## src/rtl/uart_frame_pkg.sv

```systemverilog
// Shared definitions for the UART receive framer.
//   state_t             : framer state machine encoding
//   ERR_*               : err_code values reported with frame_err
//   SYNC_BYTE_DEFAULT   : default frame start marker
package uart_frame_pkg;

  typedef enum logic [2:0] {
    S_SYNC,
    S_LEN,
    S_PAYLOAD,
    S_CHK,
    S_EMIT
  } state_t;

  localparam logic [1:0] ERR_LEN     = 2'd0;
  localparam logic [1:0] ERR_CHK     = 2'd1;
  localparam logic [1:0] ERR_TIMEOUT = 2'd2;
  localparam logic [1:0] ERR_OVERRUN = 2'd3;

  localparam logic [7:0] SYNC_BYTE_DEFAULT = 8'hA5;

endpackage

```

## src/rtl/uart_rx_framer_if.sv

```systemverilog
// Bundle of the framer's data-path and status signals.
//   rx_data/rx_valid          : byte strobe from the UART receiver
//   out_data/out_valid/out_ready/out_last : payload byte stream
//   frame_ok/frame_err/err_code/busy      : frame status
// slave  : the framer side
// master : the environment side (receiver + consumer)
interface uart_rx_framer_if;
  logic [7:0] rx_data;
  logic       rx_valid;
  logic [7:0] out_data;
  logic       out_valid;
  logic       out_ready;
  logic       out_last;
  logic       frame_ok;
  logic       frame_err;
  logic [1:0] err_code;
  logic       busy;

  modport slave (
    input  rx_data, rx_valid, out_ready,
    output out_data, out_valid, out_last, frame_ok, frame_err, err_code, busy
  );

  modport master (
    output rx_data, rx_valid, out_ready,
    input  out_data, out_valid, out_last, frame_ok, frame_err, err_code, busy
  );
endinterface

```

## src/rtl/uart_rx_framer.sv

```systemverilog
// Frame decoder downstream of a UART receiver. Hunts for SYNC_BYTE, reads a
// length byte, collects that many payload bytes and checks an XOR checksum
// (LEN ^ payload). Good payloads are replayed as a valid/ready stream with a
// last marker; bad, timed-out or overrun frames raise frame_err + err_code.
// Ports:
//   clk : system clock
//   rst : asynchronous active-high reset
//   bus : uart_rx_framer_if.slave (rx byte input, payload output, status)
module uart_rx_framer
  import uart_frame_pkg::*;
#(
  parameter int unsigned MAX_LEN        = 16,
  parameter int unsigned TIMEOUT_CYCLES = 100000,
  parameter logic [7:0]  SYNC_BYTE      = SYNC_BYTE_DEFAULT
) (
  input logic             clk,
  input logic             rst,
  uart_rx_framer_if.slave bus
);

  localparam int unsigned LW = $clog2(MAX_LEN + 1);
  localparam int unsigned AW = (MAX_LEN > 1) ? $clog2(MAX_LEN) : 1;
  localparam int unsigned TW = (TIMEOUT_CYCLES > 1) ? $clog2(TIMEOUT_CYCLES) : 1;
  localparam logic [TW-1:0] T_LAST = TW'(TIMEOUT_CYCLES - 1);

  state_t          state;
  logic [LW-1:0]   len;
  logic [LW-1:0]   idx;
  logic [7:0]      csum;
  logic [TW-1:0]   tcnt;
  logic [7:0]      buf_q [MAX_LEN];

  logic [7:0]      out_data;
  logic            out_valid;
  logic            out_last;
  logic            frame_ok;
  logic            frame_err;
  logic [1:0]      err_code;
  logic            busy;

  logic [LW-1:0]   idx_nxt;
  logic [LW-1:0]   last_idx;

  assign idx_nxt  = idx + LW'(1);
  assign last_idx = len - LW'(1);

  assign bus.out_data  = out_data;
  assign bus.out_valid = out_valid;
  assign bus.out_last  = out_last;
  assign bus.frame_ok  = frame_ok;
  assign bus.frame_err = frame_err;
  assign bus.err_code  = err_code;
  assign bus.busy      = busy;

  // Payload storage carries no reset; contents are only read after being written.
  always_ff @(posedge clk) begin
    if (state == S_PAYLOAD && bus.rx_valid) begin
      buf_q[idx[AW-1:0]] <= bus.rx_data;
    end
  end

  always_ff @(posedge clk or posedge rst) begin
    if (rst) begin
      state     <= S_SYNC;
      len       <= '0;
      idx       <= '0;
      csum      <= '0;
      tcnt      <= '0;
      out_data  <= '0;
      out_valid <= 1'b0;
      out_last  <= 1'b0;
      frame_ok  <= 1'b0;
      frame_err <= 1'b0;
      err_code  <= ERR_LEN;
      busy      <= 1'b0;
    end else begin
      frame_ok  <= 1'b0;
      frame_err <= 1'b0;
      unique case (state)
        S_SYNC: begin
          if (bus.rx_valid && bus.rx_data == SYNC_BYTE) begin
            state <= S_LEN;
            busy  <= 1'b1;
            tcnt  <= '0;
          end
        end
        S_LEN, S_PAYLOAD, S_CHK: begin
          // A byte takes priority over timeout expiry on the same cycle.
          if (bus.rx_valid) begin
            tcnt <= '0;
            if (state == S_LEN) begin
              if (bus.rx_data == '0 || 32'(bus.rx_data) > MAX_LEN) begin
                frame_err <= 1'b1;
                err_code  <= ERR_LEN;
                state     <= S_SYNC;
                busy      <= 1'b0;
              end else begin
                len   <= LW'(bus.rx_data);
                csum  <= bus.rx_data;
                idx   <= '0;
                state <= S_PAYLOAD;
              end
            end else if (state == S_PAYLOAD) begin
              csum <= csum ^ bus.rx_data;
              idx  <= idx_nxt;
              if (idx_nxt == len) begin
                state <= S_CHK;
              end
            end else begin
              if (bus.rx_data == csum) begin
                frame_ok  <= 1'b1;
                idx       <= '0;
                state     <= S_EMIT;
                out_valid <= 1'b1;
                out_data  <= buf_q[0];
                out_last  <= (len == LW'(1));
              end else begin
                frame_err <= 1'b1;
                err_code  <= ERR_CHK;
                state     <= S_SYNC;
                busy      <= 1'b0;
              end
            end
          end else if (tcnt == T_LAST) begin
            // Compare-before-increment: expiry lands TIMEOUT_CYCLES idle cycles after the last byte.
            frame_err <= 1'b1;
            err_code  <= ERR_TIMEOUT;
            state     <= S_SYNC;
            busy      <= 1'b0;
            tcnt      <= '0;
          end else begin
            tcnt <= tcnt + TW'(1);
          end
        end
        S_EMIT: begin
          if (bus.rx_valid) begin
            frame_err <= 1'b1;
            err_code  <= ERR_OVERRUN;
          end
          // out_data/out_last are pre-loaded for the next index so they are registered.
          if (out_valid && bus.out_ready) begin
            if (out_last) begin
              state     <= S_SYNC;
              busy      <= 1'b0;
              out_valid <= 1'b0;
              out_last  <= 1'b0;
              out_data  <= '0;
              idx       <= '0;
            end else begin
              idx      <= idx_nxt;
              out_data <= buf_q[idx_nxt[AW-1:0]];
              out_last <= (idx_nxt == last_idx);
            end
          end
        end
        default: begin
          state <= S_SYNC;
          busy  <= 1'b0;
        end
      endcase
    end
  end

endmodule

```

## src/flat_wrapper.sv

```systemverilog
// flat-port wrapper written by rule: the top's interface ports become plain ports
module uart_rx_framer_flat import uart_frame_pkg::*;
#(
  parameter int unsigned MAX_LEN        = 16,
  parameter int unsigned TIMEOUT_CYCLES = 100000,
  parameter logic [7:0]  SYNC_BYTE      = SYNC_BYTE_DEFAULT
)
  (clk, rst, bus_rx_data, bus_rx_valid, bus_out_ready, bus_out_data, bus_out_valid, bus_out_last, bus_frame_ok, bus_frame_err, bus_err_code, bus_busy);
  uart_rx_framer_if bus_i ();
  input logic clk;
  input logic rst;
  input wire logic [$bits(bus_i.rx_data)-1:0] bus_rx_data;
  input wire logic [$bits(bus_i.rx_valid)-1:0] bus_rx_valid;
  input wire logic [$bits(bus_i.out_ready)-1:0] bus_out_ready;
  output wire logic [$bits(bus_i.out_data)-1:0] bus_out_data;
  output wire logic [$bits(bus_i.out_valid)-1:0] bus_out_valid;
  output wire logic [$bits(bus_i.out_last)-1:0] bus_out_last;
  output wire logic [$bits(bus_i.frame_ok)-1:0] bus_frame_ok;
  output wire logic [$bits(bus_i.frame_err)-1:0] bus_frame_err;
  output wire logic [$bits(bus_i.err_code)-1:0] bus_err_code;
  output wire logic [$bits(bus_i.busy)-1:0] bus_busy;
  assign bus_i.rx_data = bus_rx_data;
  assign bus_i.rx_valid = bus_rx_valid;
  assign bus_i.out_ready = bus_out_ready;
  assign bus_out_data = bus_i.out_data;
  assign bus_out_valid = bus_i.out_valid;
  assign bus_out_last = bus_i.out_last;
  assign bus_frame_ok = bus_i.frame_ok;
  assign bus_frame_err = bus_i.frame_err;
  assign bus_err_code = bus_i.err_code;
  assign bus_busy = bus_i.busy;
  uart_rx_framer #(.MAX_LEN(MAX_LEN), .TIMEOUT_CYCLES(TIMEOUT_CYCLES), .SYNC_BYTE(SYNC_BYTE)) u_core (.clk(clk), .rst(rst), .bus(bus_i));
endmodule
```

## config.mk

```make
export PLATFORM = sky130hd
export DESIGN_NAME = uart_rx_framer_flat
export DESIGN_NICKNAME = d
export VERILOG_FILES = /design/src/rtl/uart_frame_pkg.sv /design/src/rtl/uart_rx_framer_if.sv /design/src/rtl/uart_rx_framer.sv /design/src/flat_wrapper.sv
export SDC_FILE = /design/constraint.sdc
export NUM_CORES = 1
export LEC_CHECK = 0
export CORE_ASPECT_RATIO = 1.2
export CORE_UTILIZATION = 55
export DETAILED_ROUTE_END_ITERATION = 10
export DONT_BUFFER_PORTS = 1
export PLACE_DENSITY = 0.7
export SLEW_MARGIN = 20
export SYNTH_ARGS = -nofsm -noshare
export SYNTH_HDL_FRONTEND = slang
export SYNTH_SLANG_ARGS = --single-unit
```

## constraint.sdc

```tcl
create_clock -name clk -period 5.3 [get_ports clk]
set_input_delay 1.325 -clock clk [delete_from_list [all_inputs] [get_ports clk]]
set_output_delay 1.325 -clock clk [all_outputs]
set_load 0.01 [all_outputs]
```

==> results.sh, run 1 <==
export IMPL_synth_cells=566
export IMPL_rr_startpoint="u_core.state[1]"
export IMPL_async_flop_share_pct=29.3
export IMPL_ys_flop_type="edfxtp_1"
export IMPL_critical_path_class="input port to flop"
export IMPL_track_usage_pct=23.8
export IMPL_vias=4813
export IMPL_place_area_um2=8280
export IMPL_yosysUniqueCellTypes=56
export IMPL_maxSlewViolCount=0
export IMPL_grt_start_max_net_pins=47
export IMPL_rows=48
export IMPL_syn_cell_area_um2=8100
export IMPL_die_w_um=113
export IMPL_cts_resized=0
export IMPL_synth_top_family_by_area="multiplexers"
export IMPL_r2r_cells=4
export IMPL_fin_ws_ps=2250
export IMPL_synth_area_per_cell_um2=14.3
export IMPL_routed_wl_um=17000
export IMPL_yosys_top_cells_count="128 x edfxtp_1, 53 x dfrtp_1, 33 x o21ai_0"
export IMPL_post_cts_buffers=0
export IMPL_port_buffer_count=0
export IMPL_drtAntennaViolNets=0
export IMPL_cts_path_max_buffers=2
export IMPL_drive_above_1_share_pct=16.8
export IMPL_htreeDepth=4
export IMPL_setup_viol=0
export IMPL_clock_sinks=181
export IMPL_ys_warnings_count=0
export IMPL_antenna_found_initial=0
export IMPL_peakVddDrop_mv=0.293
export IMPL_place_gp_congestion=0.904
export IMPL_path_cells="inv_1 -> nor4_2 -> nand2_1 -> nor3_1"
export IMPL_slowest_stage="nor3_1"
export IMPL_grt_pass1_vias=4740
export IMPL_cts_hold_buffers=0
export IMPL_whs_path_depth=1
export IMPL_clk_pin_slew_ps=60
export IMPL_cpLargestDelayFamily="simple AND/OR/NAND/NOR gates"
export IMPL_antennaDiodeCount=0
export IMPL_detail_route_wl_per_cell_um=22.6
export IMPL_floorplan_initialDensity_pct=56.4
export IMPL_hold_path_class="flop to flop"
export IMPL_synthXorXnorAreaFrac_pct=2.43
export IMPL_skew_ps=10.8
export IMPL_hold_start="u_core.tcnt[15]"
export IMPL_synth_area_top_cells="edfxtp_1 47%, dfrtp_1 16%, mux4_2 8.9%"
export IMPL_dpl_worst_slack_ps=1480
export IMPL_fin_util_pct=62.0
export IMPL_status="finished, final reports clean"
export IMPL_p_per_area_nw_per_um2=440
export IMPL_first_pass_iters=4
export IMPL_synth_most_common_cell="edfxtp_1"
export IMPL_fin_crit_ps=3050
export IMPL_final_area_um2=8900
export IMPL_yosys_area_top_type_share_pct=47.5
export IMPL_dieHeight_um=135
export IMPL_numCtsBuffers=17
export IMPL_worstMarginPinSlew_ps=1160
export IMPL_crit_fanout=10
export IMPL_critical_path_required_ps=5340
export IMPL_io_pin_count=27
export IMPL_r2r_setup_slack_ps=2400
export IMPL_ys_ff_latch=181
export IMPL_synthMuxAreaShare_pct=12.8
export IMPL_syn_to_final_growth_pct=9.92
export IMPL_nNetsFinal=584
export IMPL_ys_seq_area_share_pct=63.8
export IMPL_cp_start_kind="input port"
export IMPL_yosysTopAreaCell="edfxtp_1"
export IMPL_synthAdderAreaFrac_pct=1.08
export IMPL_synthSimpleGateAreaFrac_pct=9.61
export IMPL_finalCritPeriodShare_pct=57.6
export IMPL_via_per_inst=6.39
export IMPL_slowest_delay_ps=930
export IMPL_grt_overflow_total=0
export IMPL_tns_ps=0
export IMPL_maxSlewHeadroom_pct=22.2
export IMPL_synth_nets=585
export IMPL_endpoint_kind="flop"
export IMPL_synth_compound_area_share_pct=7.80
export IMPL_cp_num_buf_inv=1
export IMPL_route_detailed_drc=0
export IMPL_hold_end="u_core.tcnt[15]"
export IMPL_root_buffer="clkbuf_16"
export IMPL_clk_latency_ps=430
export IMPL_hpwl_um=11000
export IMPL_r2r_end="u_core.buf_q[10][6]"
export IMPL_hold_slack_ps=513
export IMPL_tritoncts="built"
export IMPL_drt_iter0_markers=315
export IMPL_die_area_um2=15200
export IMPL_hold_violations=0
export IMPL_max_freq_mhz=327
export IMPL_grt_pass1_wl_um=26300
export IMPL_rsz0062_at_grt="no"
export IMPL_cp_arrival_ps=3100
export IMPL_core_um2=14400
export IMPL_p_leak_nw=3.11
export IMPL_maxCapViolations=0
export IMPL_synth_edf_count=128
-- layout make-up --
| type | instances | area, um^2 |
|---|---|---|
| fill | 1027 | 5450 |
| sequential | 181 | 5170 |
| multi-input combinational | 336 | 2780 |
| clock buffer | 17 | 425 |
| tap | 175 | 219 |
| clock inverter | 15 | 164 |
| inverter | 21 | 78.8 |
| timing repair buffer | 8 | 60.1 |
-- through the flow --
| step | cells | power (mW) |
|---|---|---|
| after global placement | 721 | 2.66 |
| final | 753 | 3.92 |
| after CTS | 753 | 3.93 |
| after floorplan | 566 | 2.45 |
| after global routing | 753 | 4.07 |
| after detailed placement | 721 | 2.68 |
-- placed cells by master, fill, tap and decap left out, drive strengths merged, types with 17 or more instances in the layout --
cell type	synthesis	routed
mux4	32	32
nand2	27	27
o21ai	33	33
nand3	21	21
nor3	25	25
inv	21	21
mux2i	24	24
a21oi	32	32
edfxtp	128	128
dfrtp	53	53
clkbuf	17	17
-- worst max path at each step --
stage                  from             endpoint  slack (ps)  cells after the start
6_report       bus_rx_valid  u_core.buf_q[10][6]        2250                      4
4_1_cts        bus_rx_valid   u_core.buf_q[8][4]        1930                      4
3_5_place_dp   bus_rx_valid   u_core.buf_q[8][7]        1480                      4
5_1_grt        bus_rx_valid  u_core.buf_q[10][4]        2170                      4
3_3_place_gp   bus_rx_valid   u_core.buf_q[7][1]        1600                      4
2_1_floorplan  bus_rx_valid  u_core.buf_q[11][0]        2020                      5
-- where the power goes --
part           leakage, nW  switching [mW]  internal, mW
registers             1.86           0.113          1.59
logic                0.960           0.513         0.440
clock network        0.286           0.524         0.735
total                 3.11            1.15          2.77
-- logic make-up after synthesis --
group / count (synthesis)
AND/OR/NAND/NOR: 141
adder cells (fa/ha/maj): 7
multiplexers: 63
buffers and inverters: 49
flip-flops: 181
AO/OA/AOI/OAI: 105
XOR/XNOR: 20
-- flip-flops by register name (all words and copies together) (netlist names) --
name,count
u_core.tcnt,17
u_core.bus.out_data,8
u_core.idx,5
u_core.bus.frame_ok,1
u_core.csum,8
u_core.buf_q,128
u_core.len,5
u_core.bus.err_code,2
u_core.bus.busy,1
u_core.bus.out_valid,1
u_core.bus.frame_err,1
u_core.bus.out_last,1
u_core.state,3
-- metal layers --
metal	up-vias	wire length, um	global-route usage, %	part of all wire, %
met5	-	0	0	0
met4	0	263	8.67	1.5
met3	22	865	5.03	5.1
met2	141	8730	39.3	51
met1	2451	7150	31.5	42
li1	2199	-	-	-
-- worst register-to-register path, cell delays in order (launching register included) --
cell     delay (ps)
dfrtp_1         560
inv_1           160
nor4_2          620
nand2_1         250
nor3_1          930
No activity file was read; power rests on OpenSTA's default activity.
==> run 2: changes to the inputs <==
clock period = 3.2 ns   (was 5.3 ns; I/O delays follow)
==> run 2 against run 1 <==
  * Die area stayed put
  * Total power up 64%
  * Critical path depth up 1
  * Clock power up 60%
  * Sequential share of layout area shrank 0.73 points
  * Setup slack got worse by 1500 ps
  * Design area up 1.3%
  * First-iteration DRC count increased by 25%
  * Worst hold slack lost 100 ps
  * Highest routed layer unchanged
==> results.sh, run 2 (synthesis gave the netlist of run 1 again) <==
export IMPL_status="finished, final reports clean"
export IMPL_hpwl_um=11600
export IMPL_rows=48
export IMPL_core_um2=14400
export IMPL_clk_pin_slew_ps=60
export IMPL_worstMarginPinSlew_ps=860
export IMPL_route_detailed_drc=0
export IMPL_via_per_inst=6.52
export IMPL_maxSlewViolCount=0
export IMPL_grt_overflow_total=0
export IMPL_p_int_mw=4.57
export IMPL_p_per_area_nw_per_um2=713
export IMPL_p_seq_share_pct=44.1
export IMPL_place_gp_congestion=0.809
export IMPL_max_freq_mhz=399
export IMPL_switching_share_pct=28.8
export IMPL_floorplan_initialDensity_pct=56.4
export IMPL_critical_path_required_ps=3520
export IMPL_die_area_um2=15200
export IMPL_cts_resized=0
export IMPL_clock_sinks=181
export IMPL_routed_wl_um=17900
export IMPL_detail_route_wl_per_cell_um=23.2
export IMPL_tritoncts="built"
export IMPL_antennaDiodeCount=0
export IMPL_track_usage_pct=25.7
export IMPL_syn_to_final_growth_pct=11.3
export IMPL_crit_fanout=10
export IMPL_p_clk_share_pct=31.5
export IMPL_maxCapViolations=0
export IMPL_peakVddDrop_mv=0.459
export IMPL_power_switching_mw=1.85
export IMPL_dpl_worst_slack_ps=690
export IMPL_port_buffer_count=0
export IMPL_fin_ws_ps=697
export IMPL_io_pin_count=27
export IMPL_rsz0062_at_grt="no"
export IMPL_post_cts_buffers=0
export IMPL_first_pass_iters=5
export IMPL_p_leak_nw=3.20
export IMPL_hold_violations=0
export IMPL_skew_ps=13.9
export IMPL_htreeDepth=4
export IMPL_grt_pass1_vias=5062
export IMPL_tns_ps=0
export IMPL_vias=5026
export IMPL_drive_above_1_share_pct=17.6
export IMPL_dieHeight_um=135
export IMPL_setup_viol=0
export IMPL_root_buffer="clkbuf_16"
export IMPL_cp_arrival_ps=2820
export IMPL_nNetsFinal=602
export IMPL_antenna_found_initial=0
export IMPL_grt_pass1_wl_um=28100
export IMPL_cts_path_max_buffers=2
export IMPL_endpoint_kind="flop"
export IMPL_cts_hold_buffers=0
export IMPL_cp_start_kind="flop"
export IMPL_final_cell_mix="128 x edfxtp_1, 52 x dfrtp_1, 33 x o21ai_0"
export IMPL_critical_path_class="flop to flop"
export IMPL_final_common_cell="edfxtp_1"
export IMPL_largest_reg_flops=128
export IMPL_die_w_um=113
export IMPL_finalCritPeriodShare_pct=78.2
export IMPL_maxSlewHeadroom_pct=42.1
export IMPL_clk_latency_ps=430
export IMPL_drt_iter0_markers=394
export IMPL_fin_crit_ps=2500
export IMPL_grt_start_max_net_pins=41
export IMPL_numCtsBuffers=17
export IMPL_combPwrFrac_pct=24.5
export IMPL_hold_path_class="input port to async pin"
export IMPL_drtAntennaViolNets=0
[run 2: cell types whose count changed in the layout (fill, tap and decap cells not counted), moves of 3 or more]
cell | previous run | this run
clkinv_2 | 6 | 3
nor3_2 | 4 | 0
clkbuf_1 | 0 | 4
buf_12 | 0 | 3
inv_6 | 0 | 3
nor3_1 | 21 | 25
buf_4 | 8 | 23
[run 2: cell type report]
cell class / count / area, um^2
Inverter: 21 / 78.8
Fill cell: 1007 / 5340
Timing Repair Buffer: 26 / 233
Multi-Input combinational cell: 336 / 2750
Clock inverter: 11 / 126
Clock buffer: 21 / 440
Sequential cell: 181 / 5170
Tap cell: 175 / 219
[run 2: per-stage QoR]
stage          power [mW]  instance area [um^2]  hold slack (ps)  util (%)  std cells
2_1_floorplan        4.07                  8100              460         -        566
3_3_place_gp         4.40                  8450              496      58.9        739
3_5_place_dp         4.45                  8450              500      58.9        739
4_1_cts              6.47                  9020              434      62.8        771
5_1_grt              6.71                  9020              444      62.8        771
6_report             6.42                  9020              410      62.8        771
[run 2: worst max-delay path, cell delays in order (launching register included)]
cell and delay [ps]:
dfrtp_1 470, or4b_4 530, nor4_4 550, nand2b_1 290
and4bb_1 230, mux2_1 320
[run 2: layer usage]
| layer | share of wire, % | track usage [%] | vias to the layer above |
|---|---|---|---|
| li1 | - | - | 2232 |
| met1 | 42 | 33.4 | 2566 |
| met2 | 49 | 41.7 | 185 |
| met3 | 5.2 | 4.67 | 43 |
| met4 | 3.4 | 13.6 | 0 |
| met5 | 0 | 0 | - |
[run 2: final timing paths]
kind                                 start                     end  slack, ps  depth (start not counted)
max                         u_core.tcnt[8]         u_core.bus.busy        700                          5
min                                    rst           u_core.idx[0]        410                          1
max reg2reg                 u_core.tcnt[8]         u_core.bus.busy        700                          5
min reg2reg                u_core.tcnt[15]         u_core.tcnt[15]        510                          1
max in group asynchronous              rst  u_core.bus.out_data[5]       2140                          2
min in group clk            bus_rx_data[2]      u_core.buf_q[5][2]        460                          0
[run 2: power by group through the flow]
stage	logic (mW)	registers [mW]	clock network, mW
after global routing	1.71	2.85	2.14
after CTS	1.59	2.82	2.05
after detailed placement	1.58	2.87	0
after floorplan	1.27	2.79	0
after global placement	1.53	2.86	0
final	1.57	2.83	2.02
==> run 3: changes to the inputs <==
clock period = 2.5 ns   (was 3.2 ns; I/O delays follow)
==> run 3 against run 2 <==
  * Setup slack worse by 510 ps
  * Design area rose by 2.3%
  * Die area stayed put
  * Worst hold slack got worse by 260 ps
  * Clock-buffer cell count did not move
  * Clock skew is 4.1 ps lower
  * Total power is 34% higher
  * Critical path type unchanged
  * Critical endpoint is now u_core.bus.out_data[0]
==> results.sh, run 3 (synthesis gave the netlist of run 1 again) <==
export IMPL_status="finished, final reports clean"
export IMPL_rows=48
export IMPL_instances_no_fill=786
export IMPL_grt_pass1_wl_um=28200
export IMPL_finalCritPeriodShare_pct=92.5
export IMPL_cp_start_kind="flop"
export IMPL_post_cts_buffers=0
export IMPL_max_freq_mhz=432
export IMPL_crit_fanout=35
export IMPL_final_area_um2=9220
export IMPL_root_buffer="clkbuf_16"
export IMPL_grt_overflow_total=0
export IMPL_cts_path_max_buffers=2
export IMPL_fin_ws_ps=188
export IMPL_grt_start_max_net_pins=36
export IMPL_tritoncts="built"
export IMPL_hold_violations=0
export IMPL_syn_to_final_growth_pct=13.9
export IMPL_maxSlewViolCount=0
export IMPL_clk_latency_ps=430
export IMPL_drtAntennaViolNets=0
export IMPL_core_um2=14400
export IMPL_io_pin_count=27
export IMPL_antennaDiodeCount=0
export IMPL_endpoint_kind="flop"
export IMPL_via_per_inst=6.27
export IMPL_hpwl_um=11500
export IMPL_clk_pin_slew_ps=70
export IMPL_p_leak_nw=3.30
export IMPL_maxSlewHeadroom_pct=57.7
export IMPL_port_buffer_count=0
export IMPL_p_per_area_nw_per_um2=935
export IMPL_fill_cells=1049
export IMPL_dieHeight_um=135
export IMPL_vias=4929
export IMPL_worstMarginPinSlew_ps=633
export IMPL_route_detailed_drc=0
export IMPL_r2r_cells=8
export IMPL_critical_path_class="flop to flop"
export IMPL_largest_reg_flops=128
export IMPL_multi_input_area_um2=2760
export IMPL_peakVddDrop_mv=0.476
export IMPL_detail_route_wl_per_cell_um=22.7
export IMPL_seqCellArea_um2=5170
export IMPL_maxCapViolations=0
export IMPL_antenna_found_initial=0
export IMPL_nNetsFinal=617
export IMPL_skew_ps=9.79
export IMPL_die_w_um=113
export IMPL_place_area_um2=8580
export IMPL_numCtsBuffers=17
export IMPL_rsz0062_at_grt="no"
export IMPL_final_common_cell="edfxtp_1"
export IMPL_dpl_worst_slack_ps=115
export IMPL_critical_path_required_ps=2800
export IMPL_routed_wl_um=17800
export IMPL_drt_iter0_markers=416
export IMPL_fin_crit_ps=2310
export IMPL_setup_viol=0
export IMPL_track_usage_pct=25.6
export IMPL_clock_sinks=181
export IMPL_grt_pass1_vias=5232
export IMPL_first_pass_iters=5
export IMPL_dp_cells=754
export IMPL_place_gp_congestion=0.799
export IMPL_hold_slack_ps=154
export IMPL_final_cell_mix="128 x edfxtp_1, 52 x dfrtp_1, 37 x buf_4"
export IMPL_die_area_um2=15200
export IMPL_tns_ps=0
export IMPL_drive_above_1_share_pct=20.5
export IMPL_htreeDepth=4
export IMPL_floorplan_initialDensity_pct=56.4
export IMPL_hold_path_class="input port to async pin"
export IMPL_cp_arrival_ps=2620
run 3: cell count changes in the layout (fill, tap and decap cells not counted), moves of 2 or more:
cell / before / now
clkbuf_8: 0 / 2
clkinv_2: 3 / 1
bufinv_16: 2 / 4
buf_4: 23 / 37
nor3b_1: 5 / 3
nor3b_2: 0 / 2
clkinvlp_4: 1 / 3
clkbuf_1: 4 / 2
run 3: through the flow:
step,util [%],power (mW)
floorplan,-,5.23
global placement,59.8,5.77
detailed placement,59.8,5.84
CTS,64.2,8.68
global route,64.2,9.01
finish,64.2,8.62
run 3: final timing paths:
check | from | end | slack, ps
max | u_core.idx[1] | u_core.bus.out_data[0] | 190
min | rst | u_core.bus.out_data[1] | 150
max reg2reg | u_core.idx[1] | u_core.bus.out_data[0] | 190
min reg2reg | u_core.tcnt[10] | u_core.tcnt[10] | 540
max in group asynchronous | rst | u_core.state[0] | 1760
min in group clk | bus_rx_data[4] | u_core.buf_q[15][4] | 290
run 3: what timing repair did:
item                                   in CTS  in global routing
endpoints found under the hold margin       0                  0
setup endpoints to repair                   0                  1
hold buffers                                0                  0
gates resized for setup                     0                  1
run 3: cell type report:
cell class | count | area share [%]
tap | 175 | 2.37
timing repair buffer | 41 | 3.88
inverter | 21 | 0.855
clock inverter | 11 | 1.89
clock buffer | 21 | 4.99
multi-input combinational | 336 | 29.9
sequential | 181 | 56.1
run 3: critical path, stage by stage, from the launching register on:
cell	delay, ps
dfrtp_1	400
inv_1	90
ha_1	320
buf_12	240
mux4_2	330
mux2i_1	340
mux2i_1	150
a22oi_1	210
a21oi_1	110
run 3: routing by layer:
layer / GRT usage [%] / share of wire [%] / up-vias
met5: 0 / 0 / -
met4: 8.30 / 1.4 / 0
met3: 6.33 / 5.0 / 24
met2: 46.1 / 55 / 132
met1: 29.9 / 39 / 2509
li1: - / - / 2264
run 3: power breakdown:
part | leakage, nW | switching (mW) | internal, mW
sequential | 1.86 | 0.227 | 3.38
clock | 0.300 | 1.12 | 1.73
combinational | 1.14 | 1.10 | 1.07
